`src/rtl/coredma_buf_pkg.sv`:
```
// Shared constants for the DMA buffer FIFO controller.
// Output-stage state encoding and depth.
package coredma_buf_pkg;

    localparam logic [1:0] OUT_EMPTY = 2'd0;
    localparam logic [1:0] OUT_ONE   = 2'd1;
    localparam logic [1:0] OUT_TWO   = 2'd2;

    localparam int OUT_STAGE_DEPTH = 2;

endpackage

```
`src/rtl/coredma_buf_skid.sv`:
```
// Two-entry output stage (head + skid) behind the buffer RAM.
// Presents a first-word-fall-through stream from the head register.
module coredma_buf_skid
    import coredma_buf_pkg::*;
#(
    parameter int DATA_WIDTH = 128
) (
    input  logic                  clk,
    input  logic                  rst_n,
    input  logic                  flush,
    input  logic                  load,
    input  logic [DATA_WIDTH-1:0] load_data,
    input  logic                  pop,
    output logic                  valid,
    output logic [DATA_WIDTH-1:0] data,
    output logic [1:0]            occ
);

    logic [1:0]            state_q, state_d;
    logic [DATA_WIDTH-1:0] head_q, head_d;
    logic [DATA_WIDTH-1:0] skid_q, skid_d;
    logic                  pop_ok;

    assign pop_ok = pop & valid;

    // Next-state: returning data goes to head when the stage is (or becomes) empty.
    always_comb begin
        state_d = state_q;
        head_d  = head_q;
        skid_d  = skid_q;
        if (flush) begin
            state_d = OUT_EMPTY;
        end else begin
            case (state_q)
                OUT_EMPTY: begin
                    if (load) begin
                        head_d  = load_data;
                        state_d = OUT_ONE;
                    end
                end
                OUT_ONE: begin
                    case ({load, pop_ok})
                        2'b10: begin
                            skid_d  = load_data;
                            state_d = OUT_TWO;
                        end
                        2'b01: state_d = OUT_EMPTY;
                        2'b11: head_d = load_data;
                        default: state_d = OUT_ONE;
                    endcase
                end
                OUT_TWO: begin
                    if (pop_ok) begin
                        head_d  = skid_q;
                        state_d = OUT_ONE;
                    end
                end
                default: state_d = OUT_EMPTY;
            endcase
        end
    end

    // State and data registers.
    always_ff @(posedge clk or negedge rst_n) begin
        if (!rst_n) begin
            state_q <= OUT_EMPTY;
            head_q  <= '0;
            skid_q  <= '0;
        end else begin
            state_q <= state_d;
            head_q  <= head_d;
            skid_q  <= skid_d;
        end
    end

    // Occupancy as a count for the issue rule and status.
    always_comb begin
        occ = 2'd0;
        case (state_q)
            OUT_ONE: occ = 2'd1;
            OUT_TWO: occ = 2'd2;
            default: occ = 2'd0;
        endcase
    end

    assign valid = (state_q != OUT_EMPTY);
    assign data  = head_q;

endmodule

```
`src/rtl/coredma_buf_fifo_ctrl.sv`:
```
// FIFO controller in front of the DMA cache buffer RAM.
// Pointers, committed-word count, read issue and status.
module coredma_buf_fifo_ctrl
    import coredma_buf_pkg::*;
#(
    parameter int DATA_WIDTH = 128,
    parameter int ADDR_WIDTH = 7
) (
    input  logic                  CLOCK,
    input  logic                  RESET_N,
    input  logic                  SRST,
    input  logic                  WR_VALID,
    output logic                  WR_READY,
    input  logic [DATA_WIDTH-1:0] WR_DATA,
    output logic                  RD_VALID,
    input  logic                  RD_READY,
    output logic [DATA_WIDTH-1:0] RD_DATA,
    output logic                  RAM_WEN,
    output logic [ADDR_WIDTH-1:0] RAM_WADDR,
    output logic [DATA_WIDTH-1:0] RAM_WDATA,
    output logic                  RAM_REN,
    output logic [ADDR_WIDTH-1:0] RAM_RADDR,
    input  logic [DATA_WIDTH-1:0] RAM_RDATA,
    output logic [ADDR_WIDTH+1:0] COUNT,
    output logic                  FULL,
    output logic                  EMPTY
);

    localparam logic [ADDR_WIDTH:0]   DEPTH   = {1'b1, {ADDR_WIDTH{1'b0}}};
    localparam logic [ADDR_WIDTH-1:0] PTR_ONE = {{(ADDR_WIDTH-1){1'b0}}, 1'b1};
    localparam logic [ADDR_WIDTH:0]   CNT_ONE = {{ADDR_WIDTH{1'b0}}, 1'b1};

    logic [ADDR_WIDTH-1:0] wptr_q, wptr_d;
    logic [ADDR_WIDTH-1:0] rptr_q, rptr_d;
    logic [ADDR_WIDTH:0]   ram_cnt_q, ram_cnt_d;
    logic                  inflight_q, inflight_d;
    logic                  pop;
    logic [1:0]            occ;
    logic [2:0]            pend;

    assign pop = RD_VALID & RD_READY;

    // Write acceptance passes straight through to the RAM write port.
    always_comb begin
        WR_READY  = (ram_cnt_q < DEPTH) & ~SRST;
        RAM_WEN   = WR_VALID & WR_READY;
        RAM_WADDR = wptr_q;
        RAM_WDATA = WR_DATA;
    end

    // Issue a read only if the stage has room once this cycle's pop and return settle.
    always_comb begin
        pend      = {1'b0, occ} - {2'b0, pop} + {2'b0, inflight_q};
        RAM_REN   = (ram_cnt_q != '0) & (pend < 3'(OUT_STAGE_DEPTH)) & ~SRST;
        RAM_RADDR = rptr_q;
    end

    // Pointer, count and in-flight bookkeeping; flush wins over traffic.
    always_comb begin
        wptr_d     = wptr_q;
        rptr_d     = rptr_q;
        ram_cnt_d  = ram_cnt_q;
        inflight_d = RAM_REN;
        if (SRST) begin
            wptr_d     = '0;
            rptr_d     = '0;
            ram_cnt_d  = '0;
            inflight_d = 1'b0;
        end else begin
            if (RAM_WEN) wptr_d = wptr_q + PTR_ONE;
            if (RAM_REN) rptr_d = rptr_q + PTR_ONE;
            case ({RAM_WEN, RAM_REN})
                2'b10:   ram_cnt_d = ram_cnt_q + CNT_ONE;
                2'b01:   ram_cnt_d = ram_cnt_q - CNT_ONE;
                default: ram_cnt_d = ram_cnt_q;
            endcase
        end
    end

    // Control registers.
    always_ff @(posedge CLOCK or negedge RESET_N) begin
        if (!RESET_N) begin
            wptr_q     <= '0;
            rptr_q     <= '0;
            ram_cnt_q  <= '0;
            inflight_q <= 1'b0;
        end else begin
            wptr_q     <= wptr_d;
            rptr_q     <= rptr_d;
            ram_cnt_q  <= ram_cnt_d;
            inflight_q <= inflight_d;
        end
    end

    coredma_buf_skid #(
        .DATA_WIDTH (DATA_WIDTH)
    ) u_skid (
        .clk       (CLOCK),
        .rst_n     (RESET_N),
        .flush     (SRST),
        .load      (inflight_q),
        .load_data (RAM_RDATA),
        .pop       (pop),
        .valid     (RD_VALID),
        .data      (RD_DATA),
        .occ       (occ)
    );

    // Status from registered terms only.
    always_comb begin
        COUNT = {1'b0, ram_cnt_q}
              + {{ADDR_WIDTH{1'b0}}, occ}
              + {{(ADDR_WIDTH+1){1'b0}}, inflight_q};
        FULL  = (ram_cnt_q == DEPTH);
        EMPTY = (COUNT == '0);
    end

    // The issue rule must never overcommit the two-entry stage.
    a_stage_room: assert property (
        @(posedge CLOCK) disable iff (!RESET_N)
        ({1'b0, occ} + {2'b0, inflight_q}) <= 3'd2
    );

endmodule

```
`config.mk`:
```
export PLATFORM = sky130hd
export DESIGN_NAME = coredma_buf_fifo_ctrl
export DESIGN_NICKNAME = d
export VERILOG_FILES = /design/src/rtl/coredma_buf_pkg.sv /design/src/rtl/coredma_buf_skid.sv /design/src/rtl/coredma_buf_fifo_ctrl.sv
export SDC_FILE = /design/constraint.sdc
export NUM_CORES = 1
export LEC_CHECK = 0
export CORE_AREA = 2 2 214 216
export CTS_BUF_LIST = sky130_fd_sc_hd__clkbuf_8
export DETAILED_ROUTE_END_ITERATION = 10
export DIE_AREA = 0 0 216 218
export GPL_TIMING_DRIVEN = 0
export SYNTH_ARGS = -nofsm -noshare
export SYNTH_HDL_FRONTEND = slang
export SYNTH_SLANG_ARGS = --single-unit
```
`constraint.sdc`:
```
create_clock -name CLOCK -period 5.8 [get_ports CLOCK]
set_input_delay 1.74 -clock CLOCK [delete_from_list [all_inputs] [get_ports CLOCK]]
set_output_delay 1.74 -clock CLOCK [all_outputs]
set_load 0.05 [all_outputs]
```
======== Yosys cells after proc, flatten, opt, wreduce, memory -nomap -nowiden ========
Cells that the tools add are included.
W data, S select, Z words.
operators by class
  $add $sub $neg .......................... 8
  $lt $le $gt $ge ......................... 2
  equality and inequality tests ........... 14
  muxes and demuxes ....................... 17
  bitwise gates (word level) .............. 7
  reduce and logical (&&, ||, !) cells .... 11
operator list
  cell                   count
  $mux W128              3
  $pmux W128 S3          1
  $mux W7                4
  $pmux W8 S2            1
  $add A7 B1 Y7 const B  2
  $pmux W2 S3            2
  $add A8 B2 Y9          1
  $add A9 B1 Y9          1
  $logic_not A9 Y1       1
  $add A8 B1 Y8 const B  1
  $eq A2 B2 Y1 const B   4
  $eq A8 B8 Y1 const B   1
  $lt A8 B8 Y1 const B   1
  $mux W8                1
  $reduce_bool A8 Y1     1
  $sub A8 B1 Y8 const B  1
  $and A1 B1 Y1          6
  $eq A2 B1 Y1 const B   3
  $mux W2                3
  $ne A3 B3 Y1 const B   2
  $reduce_and A3 Y1      2
  $reduce_bool A2 Y1     3
  $reduce_bool A3 Y1     2
  $reduce_and A5 Y1      1
  10 further kinds       11
storage, ports and cells
  register bits after elaboration ......... 281
  input bits .............................. 261
  output and inout port bits .............. 285
  word-level logic and storage cells ...... 66

======== Logic depth before layout (Yosys ltp) ========
Gate-level depths: netlist of the first run.
  depth in word-level cells ............... 10
  mapped depth ............................ 16
  mapped depth without buffers ............ 16

======== Cells and area by module ========
From an unflattened synthesis of the first run, not the netlist that was laid out.
second synthesis, totals
  cells, all modules ...................... 1020
  area, all modules ....................... 14062.2 sq um
modules (own cells, without submodules)
  module                 times used  cells each  area an instance (sq um)  seq. area each (sq um)
  coredma_buf_skid       1           705         11367.2                   6456.2
  coredma_buf_fifo_ctrl  1           315         2695.1                    575.6

======== Worst setup path before layout of the first run ========
OpenSTA, ideal clock, no wires.
  path kind ............................... input-to-output
  start point ............................. input port RD_READY
  end point ............................... output port RAM_REN
  arrival time ............................ 3.870 ns
  required time ........................... 4.060 ns
  slack ................................... 0.190 ns
  stages .................................. 9
  buffers on the path ..................... 0
  cells stage by stage .................... nand2_1 -> inv_1 -> ha_1 -> nand2b_1 -> fa_1 -> nor2b_1 -> mux2_2 -> nand2_2 -> nor2_1
between the ends
  cells in the longest elaborated chain, start to end .. 6
ends and longest elaborated chain
  element                     line                         source
  start, declared             coredma_buf_fifo_ctrl.sv:16  input logic RD_READY,
  $and A1 B1 Y1               coredma_buf_fifo_ctrl.sv:41  assign pop = RD_VALID & RD_READY;
  $sub A2 B1 Y3               coredma_buf_fifo_ctrl.sv:53  pend = {1'b0, occ} - {2'b0, pop} + {2'b0, inflight_q};
  $add A3 B1 Y3               coredma_buf_fifo_ctrl.sv:53
  $lt A3 B2 Y1                coredma_buf_fifo_ctrl.sv:54  RAM_REN = (ram_cnt_q != '0) & (pend < 3'(OUT_STAGE_DEPTH)) & ~SRST;
  $and A1 B1 Y1 (2 in a row)  coredma_buf_fifo_ctrl.sv:54
  end, declared               coredma_buf_fifo_ctrl.sv:21  output logic RAM_REN,
No other way between the ends.

======== Final worst setup path of the first run ========
  start point ............................. input port SRST
  end point ............................... output port WR_READY
between the ends
  cells in the longest elaborated chain, start to end .. 2
ends and longest elaborated chain
  element                      line                         source
  start, declared              coredma_buf_fifo_ctrl.sv:11  input logic SRST,
  $not A1 Y1 (no source line)  --
  $and A1 B1 Y1                coredma_buf_fifo_ctrl.sv:45  WR_READY = (ram_cnt_q < DEPTH) & ~SRST;
  end, declared                coredma_buf_fifo_ctrl.sv:13  output logic WR_READY,
No other way between the ends.

==> impl_results.md, run 1 <==
- Largest family of logic cells by synthesized area: multiplexers
- Average vias per placed instance: ~4.5
- Synth Cell Area: between 0.01 and 0.015 mm2
- Area leader, netlist: dfrtp_1
- Vias in the first global route: roughly 10000
- Die area: 0.0471 mm2
- Crit Path Max Fanout: 10
- Synthesized Nets: 1298
- Crit path buffers/inverters: 4
- Final ANT Viol Nets: 0
- Post-Synth Simple-Gate Area: 3.40%
- Final core utilization: roughly 44%
- Slew Limit Fails: 0
- Synth Area in XOR/XNOR: 1.08%
- Fin area: 0.0198 mm2
- Clock buffer depth: 3
- Slowest cell delay on critical path: roughly 0.70 ns
- PD cells: 529 mW/mm2
- Antenna violations before repair: 3
- Critical-path top delay cell: clkdlybuf4s50_1
- Tightest Hold Check Type: register to register
- Final hold vios: 0
- Die X: approximately 220 um
- Area Overhead vs Synth: 44.0%
- Worst setup SP type: input port
- Initial DRC count: between 200 and 250
- Drt pass-1 iters: 4
- Global route overflow: 0
- Final Cycle Share: a little under 100%
- Buffers on Ports: approximately 420
- WL/cell: around 18 um
- Remaining DRCs: 0
- CP most frequent cell: clkdlybuf4s50_1
- Synth Area in Adders: 1.76%
- Detailed Route WL: about 39000 um
- Worst Tran Pin Value: slightly above 0.8 ns
- Largest net degree at the start of global routing: 99
- Clock Sinks: roughly 280
- GP Congestion: a little under 0.8
- Vias: about 9500
- CTS tree: done
- Multi-input logic area: ~0.0055 mm2
- Reg area: 0.00703 mm2
- Max-slew headroom: between 40% and 50%
- R2r setup slk: about 1.0 ns
- Status: complete, no violations
- Tot GR Track Use: approximately 16%
- Post-Syn Instances: roughly 1000
- Total CTS buffers: 51
- Worst setup EP type: output port
- Worst EP required: 4.06 ns
- Peak VDD IR: approximately 0.00036 V
- Worst skew pair latency: 0.60 ns
- Asr flop ratio synth: between 90% and 100%
- Final #Nets: 1772
- Top cells by area, synth: dfrtp_1 (51%), mux2_2 (31%), buf_4 (7.0%)
- EDFF count, synth: 0
- Critical path class: input port to output port
- Std cell rows: ~80
- Syn Area/Cell: ~13 um2
- Clk pin slew, worst setup/hold paths: 0.05 ns
- Post-DP HPWL: 29000 um
- Number of synthesized register bits: 281
- Max Clock Freq: around 180 MHz
- Share of layout cells above drive strength 1: 42.1%
- Minimum clock period: about 5.6 ns
- Synth warn: 0
- Initial Utilization: a little under a third
- Synth unique cells: 51
- Crit path cell chain: clkdlybuf4s50_1 > clkbuf_1 > clkbuf_2 > nor2_1 > clkdlybuf4s50_1
- Root Driver: clkbuf_8
- Mux cell area share after synthesis: about a third
- Cell family with most CP delay: buffers and inverters
- Final setup vio count: 0
- Post-synthesis sequential area ratio: 51.1%
- Hold-fix buffers, CTS: 0
- Max-cap violations: 0
- CP Data Arrival Time: 3.87 ns
- Core footprint: ~0.045 mm2
- Area fraction in compound gates after synthesis: about 2.1%
- Ys flop type: dfrtp_1
- P_leak: 8.62 nW
- Filler cells: between 4000 and 5000
- Final Skew: ~0.012 ns
- DP Area: ~0.019 mm2
- CTS H-tree depth: 2
- RSZ-0062 raised after global routing: no
- I/O pin cnt: 546
- Yosys top cell area share: about half
- First-pass GRT wire length: around 59000 um
- Die H: between 200 and 250 um
-- cell usage in the layout (no fill, tap or decap), types with 4 or more instances in the layout --
master / n
clkdlybuf4s50_1: 413
mux2_2: 384
dfrtp_1: 281
buf_4: 129
clkbuf_8: 65
buf_2: 38
inv_1: 22
a21oi_1: 18
nor2_1: 15
nand2_1: 13
ha_1: 13
nand3_1: 12
o21ai_0: 10
xnor2_1: 9
clkbuf_1: 9
xor2_1: 8
a21o_1: 5
nand4_1: 5
and2_1: 4
or3_1: 4
and3_1: 4
fa_1: 4
clkinv_2: 4
-- cells by family after synthesis --
logic type               after synthesis
AO/OA/AOI/OAI                         48
XOR/XNOR                              17
adder cells (fa/ha/maj)               17
buffers and inverters                185
flip-flops                           281
multiplexers                         387
AND/OR/NAND/NOR                       85
-- state kept, by name, indices dropped and copies added, names as in the netlist --
register,count
ram_cnt_q,8
u_skid.state_q,2
u_skid.skid_q,128
u_skid.data,128
RAM_WADDR,7
RAM_RADDR,7
inflight_q,1
-- cells in the mapped netlist, types with 2 or more instances --
cell type  number
and2_1          4
inv_1           5
nand4_1         5
o21ai_0        10
nor3_1          4
dfrtp_1       281
fa_1            4
a21o_1          5
nor2b_1         4
or4_1           2
nand2_1        14
or3_1           4
xor2_1          8
nand2b_1        3
nor2_1         16
ha_1           13
nor4_1          2
o211ai_1        2
mux2_2        385
buf_4         128
or4_4           2
mux2i_1         2
a21oi_1        18
and3_1          4
buf_2          38
or2_2           2
buf_1           3
nand3_1        12
clkbuf_1       10
xnor2_1         9
-- metal layers --
layer / part of all wire, % / up-vias / track usage, %
li1: - / 4425 / -
met2: 51 / 337 / 28.5
met1: 39 / 4693 / 18.1
met4: 2.2 / 0 / 5.23
met3: 8.2 / 53 / 5.36
met5: 0 / - / 0
-- repair_timing --
action	in CTS	in global routing
endpoints found under the setup margin	3	4
resized for setup	14	6
buffers inserted	0	1
pin swaps	0	1
-- layout make-up --
type | instances | share of cell area [%]
antenna | 2 | 0.0253
buffer | 180 | 6.09
timing repair buffer | 421 | 21.6
sequential | 281 | 35.5
inverter | 5 | 0.0947
tap | 600 | 3.79
multi-input combinational | 554 | 27.9
clock inverter | 22 | 0.480
clock buffer | 65 | 4.51
-- worst register-to-register path: cells and delay by family (launching register included) --
family                     cells  cell delay [ns]
DFF                            1             0.41
adders and majority gates      3             1.17
buffers and inverters          1             0.12
AOI/OAI and AO/OA              3             0.80
and+or+nand+nor                7             1.96
muxes                          1             0.21
-- where the power goes --
group,leakage (nW),switching [mW],internal (mW)
Combinational,4.56,3.11,2.15
Sequential,3.49,0.480,2.90
Clock,0.580,0.836,0.996
-- final timing paths --
path	startpoint	endpoint	cells after the start
max in group asynchronous	RESET_N	u_skid.data[10]$_DFFE_PN0P_	3
worst min register to register	u_skid.skid_q[40]$_DFFE_PN0P_	u_skid.skid_q[40]$_DFFE_PN0P_	1
worst max register to register	u_skid.state_q[1]$_DFFE_PN0P_	ram_cnt_q[7]$_DFFE_PN0P_	15
worst max-delay path	SRST	WR_READY	5
min in group asynchronous	RESET_N	u_skid.skid_q[82]$_DFFE_PN0P_	1
worst min-delay path	u_skid.skid_q[40]$_DFFE_PN0P_	u_skid.skid_q[40]$_DFFE_PN0P_	1
-- per-stage QoR --
stage / setup WS, ns / total power [mW] / hold WS, ns / setup TNS (ns) / std cells
after floorplan: 0.190 / 6.91 / 0.475 / 0 / 1020
after global placement: -9.82 / 8.60 / 0.483 / -2748.71 / 2037
after detailed placement: -0.925 / 8.69 / 0.490 / -2.93 / 2040
after CTS: -0.125 / 10.6 / 0.503 / -0.125 / 2127
after global routing: 0.0201 / 11.0 / 0.509 / 0 / 2130
final: 0.195 / 10.5 / 0.500 / 0 / 2130
No activity file was read; power rests on OpenSTA's default activity.
==> run 2: changes to the inputs <==
--- a/config.mk
+++ b/config.mk
@@ -5,6 +5,7 @@
 export SDC_FILE = /design/constraint.sdc
 export NUM_CORES = 1
 export LEC_CHECK = 0
+export ABC_CLOCK_PERIOD_IN_PS = 5800
 export CORE_AREA = 2 2 214 216
 export CTS_BUF_LIST = sky130_fd_sc_hd__clkbuf_8
 export DETAILED_ROUTE_END_ITERATION = 10
==> results of run 2 <==
Same layout as run 1: the final DEF is identical, and so are final timing and power.
==> run 3: changes to the inputs <==
--- a/config.mk
+++ b/config.mk
@@ -11,6 +11,8 @@
 export DETAILED_ROUTE_END_ITERATION = 10
 export DIE_AREA = 0 0 216 218
 export GPL_TIMING_DRIVEN = 0
+export HOLD_SLACK_MARGIN = 0.03
+export MAX_ROUTING_LAYER = met4
 export SYNTH_ARGS = -nofsm -noshare
 export SYNTH_HDL_FRONTEND = slang
 export SYNTH_SLANG_ARGS = --single-unit
==> run 3 against run 2 <==
Routed wire length grew 0.13%. Utilization is essentially flat. Total power is essentially flat. Count of clock-buffer cells in the layout is the same. Cell area is essentially flat. Sequential share of layout area is essentially flat. Global-route usage grew 0.51 points. Sequential power is essentially flat. Setup slack lost 0.0043 ns. First-iteration DRC count grew 13%. Critical endpoint unchanged.
==> impl_results.md, run 3 (synthesis results as in run 1) <==
- Max Clock Freq: 178 MHz (about the same)
- CTS tree: done
- Share of layout cells above drive strength 1: 42.1% (unchanged)
- Die area: 0.0471 mm2 (unchanged)
- Vias: 9518 (+0.11%)
- CP Data Arrival Time: 3.87 ns (about the same)
- Critical path class: input port to output port
- Worst EP required: 4.06 ns (about the same)
- Met3 usage: 5.10% (-0.25 points)
- Most used cells in the layout excluding fill and tap cells: clkdlybuf4s50_1 (413), mux2_2 (384), dfrtp_1 (281)
- CTS H-tree depth: 2 (unchanged)
- Reg2reg start: u_skid.state_q[1]$_DFFE_PN0P_
- Hold_sp: u_skid.skid_q[40]$_DFFE_PN0P_
- P_leak: 8.62 nW (unchanged)
- Reg area: 0.00703 mm2 (unchanged)
- WL/cell: 18.2 um (about the same)
- Final setup vio count: 0 (unchanged)
- Hold-fix buffers, CTS: 0 (unchanged)
- Minimum clock period: 5.61 ns (+0.00429 ns)
- Final core utilization: 44.1% (about the same)
- Core footprint: 0.0449 mm2 (unchanged)
- Initial Utilization: 30.7% (unchanged)
- Worst setup EP type: output port
- Cells after DPL: 2040 (unchanged)
- Worst Tran Pin Value: 0.846 ns (+0.0144 ns)
- Hold Path Depth: 1 (unchanged)
- Worst Setup Slack, final: 0.190 ns (-0.00429 ns)
- Post-DP HPWL: 29000 um (unchanged)
- Worst hold endpoint: u_skid.skid_q[40]$_DFFE_PN0P_
- Worst setup SP type: input port
- R2r setup slk: 1.03 ns (about the same)
- Drt pass-1 iters: 4 (unchanged)
- Crit Path Max Fanout: 10 (unchanged)
- Commonest non-fill, non-tap cell in the layout: clkdlybuf4s50_1
- Tightest Hold Check Type: register to register
- RSZ-0062 raised after global routing: no
- Die X: 216 um (unchanged)
- Max-cap violations: 0 (unchanged)
- Final ANT Viol Nets: 0 (unchanged)
- GR Util met1: 18.4% (+0.29 points)
- Filler cells: 4183 (-0.024%)
- Final Cycle Share: 96.7% (about the same)
- Multi-input logic area: 0.00554 mm2 (unchanged)
- Global route overflow: 0 (unchanged)
- Pre-CTS setup slack: -0.925 ns (unchanged)
- Clk pin slew, worst setup/hold paths: 0.05 ns (about the same)
- Initial DRC count: 273 (+13%)
- Non-Filler Instances: 2131 (+0.047%)
- Total CTS buffers: 51 (unchanged)
- Largest net degree at the start of global routing: 99 (unchanged)
- First-pass GRT wire length: 58600 um (about the same)
- GP Congestion: 0.786 (+1.4%)
- Status: complete, no violations
- I/O pin cnt: 546 (unchanged)
- Reg2reg end: ram_cnt_q[7]$_DFFE_PN0P_
- Detailed Route WL: 38900 um (+0.13%)
- Reg2reg path depth: 15 (unchanged)
- Buffers on Ports: 417 (unchanged)
- Die H: 218 um (unchanged)
- Area Overhead vs Synth: 44.0% (about the same)
- Met2 usage: 28.4% (-0.064 points)
- Remaining DRCs: 0 (unchanged)
- PD cells: 529 mW/mm2 (about the same)
- Clock Sinks: 281 (unchanged)
- Tot GR Track Use: 16.5% (+0.51 points)
- Final #Nets: 1772 (unchanged)
- Peak VDD IR: 0.000354 V (-0.31%)
- Clock buffer depth: 3 (unchanged)
- Vias in the first global route: 10048 (+0.10%)
- Antenna violations before repair: 3 (unchanged)
- Worst skew pair latency: 0.61 ns (about the same)
- Final hold vios: 0 (unchanged)
- Std cell rows: 78 (unchanged)
- Setup tns final: 0 ns (unchanged)
- Top Usage Layer GRT: met2
- Slew Limit Fails: 0 (unchanged)
- Final Skew: 0.0129 ns (+0.000588 ns)
- Average vias per placed instance: 4.47 (about the same)
- Root Driver: clkbuf_8
- Max-slew headroom: 43.6% (-0.96 points)
==> run 3: final cells by class <==
cell class | count | share of cell area, %
clock buffer | 65 | 4.51
inverter | 5 | 0.0947
clock inverter | 22 | 0.480
antenna | 3 | 0.0379
buffer | 180 | 6.09
multi-input combinational | 554 | 27.9
timing repair buffer | 421 | 21.6
sequential | 281 | 35.5
tap | 600 | 3.79
==> run 3: routing by layer <==
metal,up-vias,share of wire (%)
li1,4427,-
met1,4714,40
met2,321,51
met3,56,7.8
met4,0,2.0
met5,-,0
==> run 3: worst max-delay path by stage <==
stage | startpoint | endpoint | cells after the start
global route | u_skid.state_q[1]$_DFFE_PN0P_ | EMPTY | 10
global placement | RESET_N | u_skid.data[11]$_DFFE_PN0P_ | 1
floorplan | RD_READY | RAM_REN | 9
CTS | RD_READY | RAM_REN | 11
finish | SRST | WR_READY | 5
detailed placement | RD_READY | ram_cnt_q[7]$_DFFE_PN0P_ | 16
==> run 3: worst max-delay path, stage by stage <==
cell,delay (ns)
clkdlybuf4s50_1,0.53
clkbuf_1,0.46
clkbuf_2,0.36
nor2_1,0.06
clkdlybuf4s50_1,0.70
==> run 3: report_power, final <==
part	internal (mW)	switching [mW]	total, mW
sequential	2.90	0.480	3.38
combinational	2.15	3.11	5.26
clock	0.996	0.840	1.84
==> run 3: stage by stage <==
step / total power, mW / hold slack (ns) / instance area [um2]
floorplan: 6.91 / 0.475 / 13800
detailed placement: 8.69 / 0.490 / 18800
global route: 11.0 / 0.509 / 19800
global placement: 8.60 / 0.483 / 18700
CTS: 10.6 / 0.503 / 19800
finish: 10.5 / 0.500 / 19800
==> run 3: timing repair <==
item	CTS	global route
buffers inserted	0	1
pin swaps	0	1
setup endpoints to repair	3	4
gates resized for setup	14	6
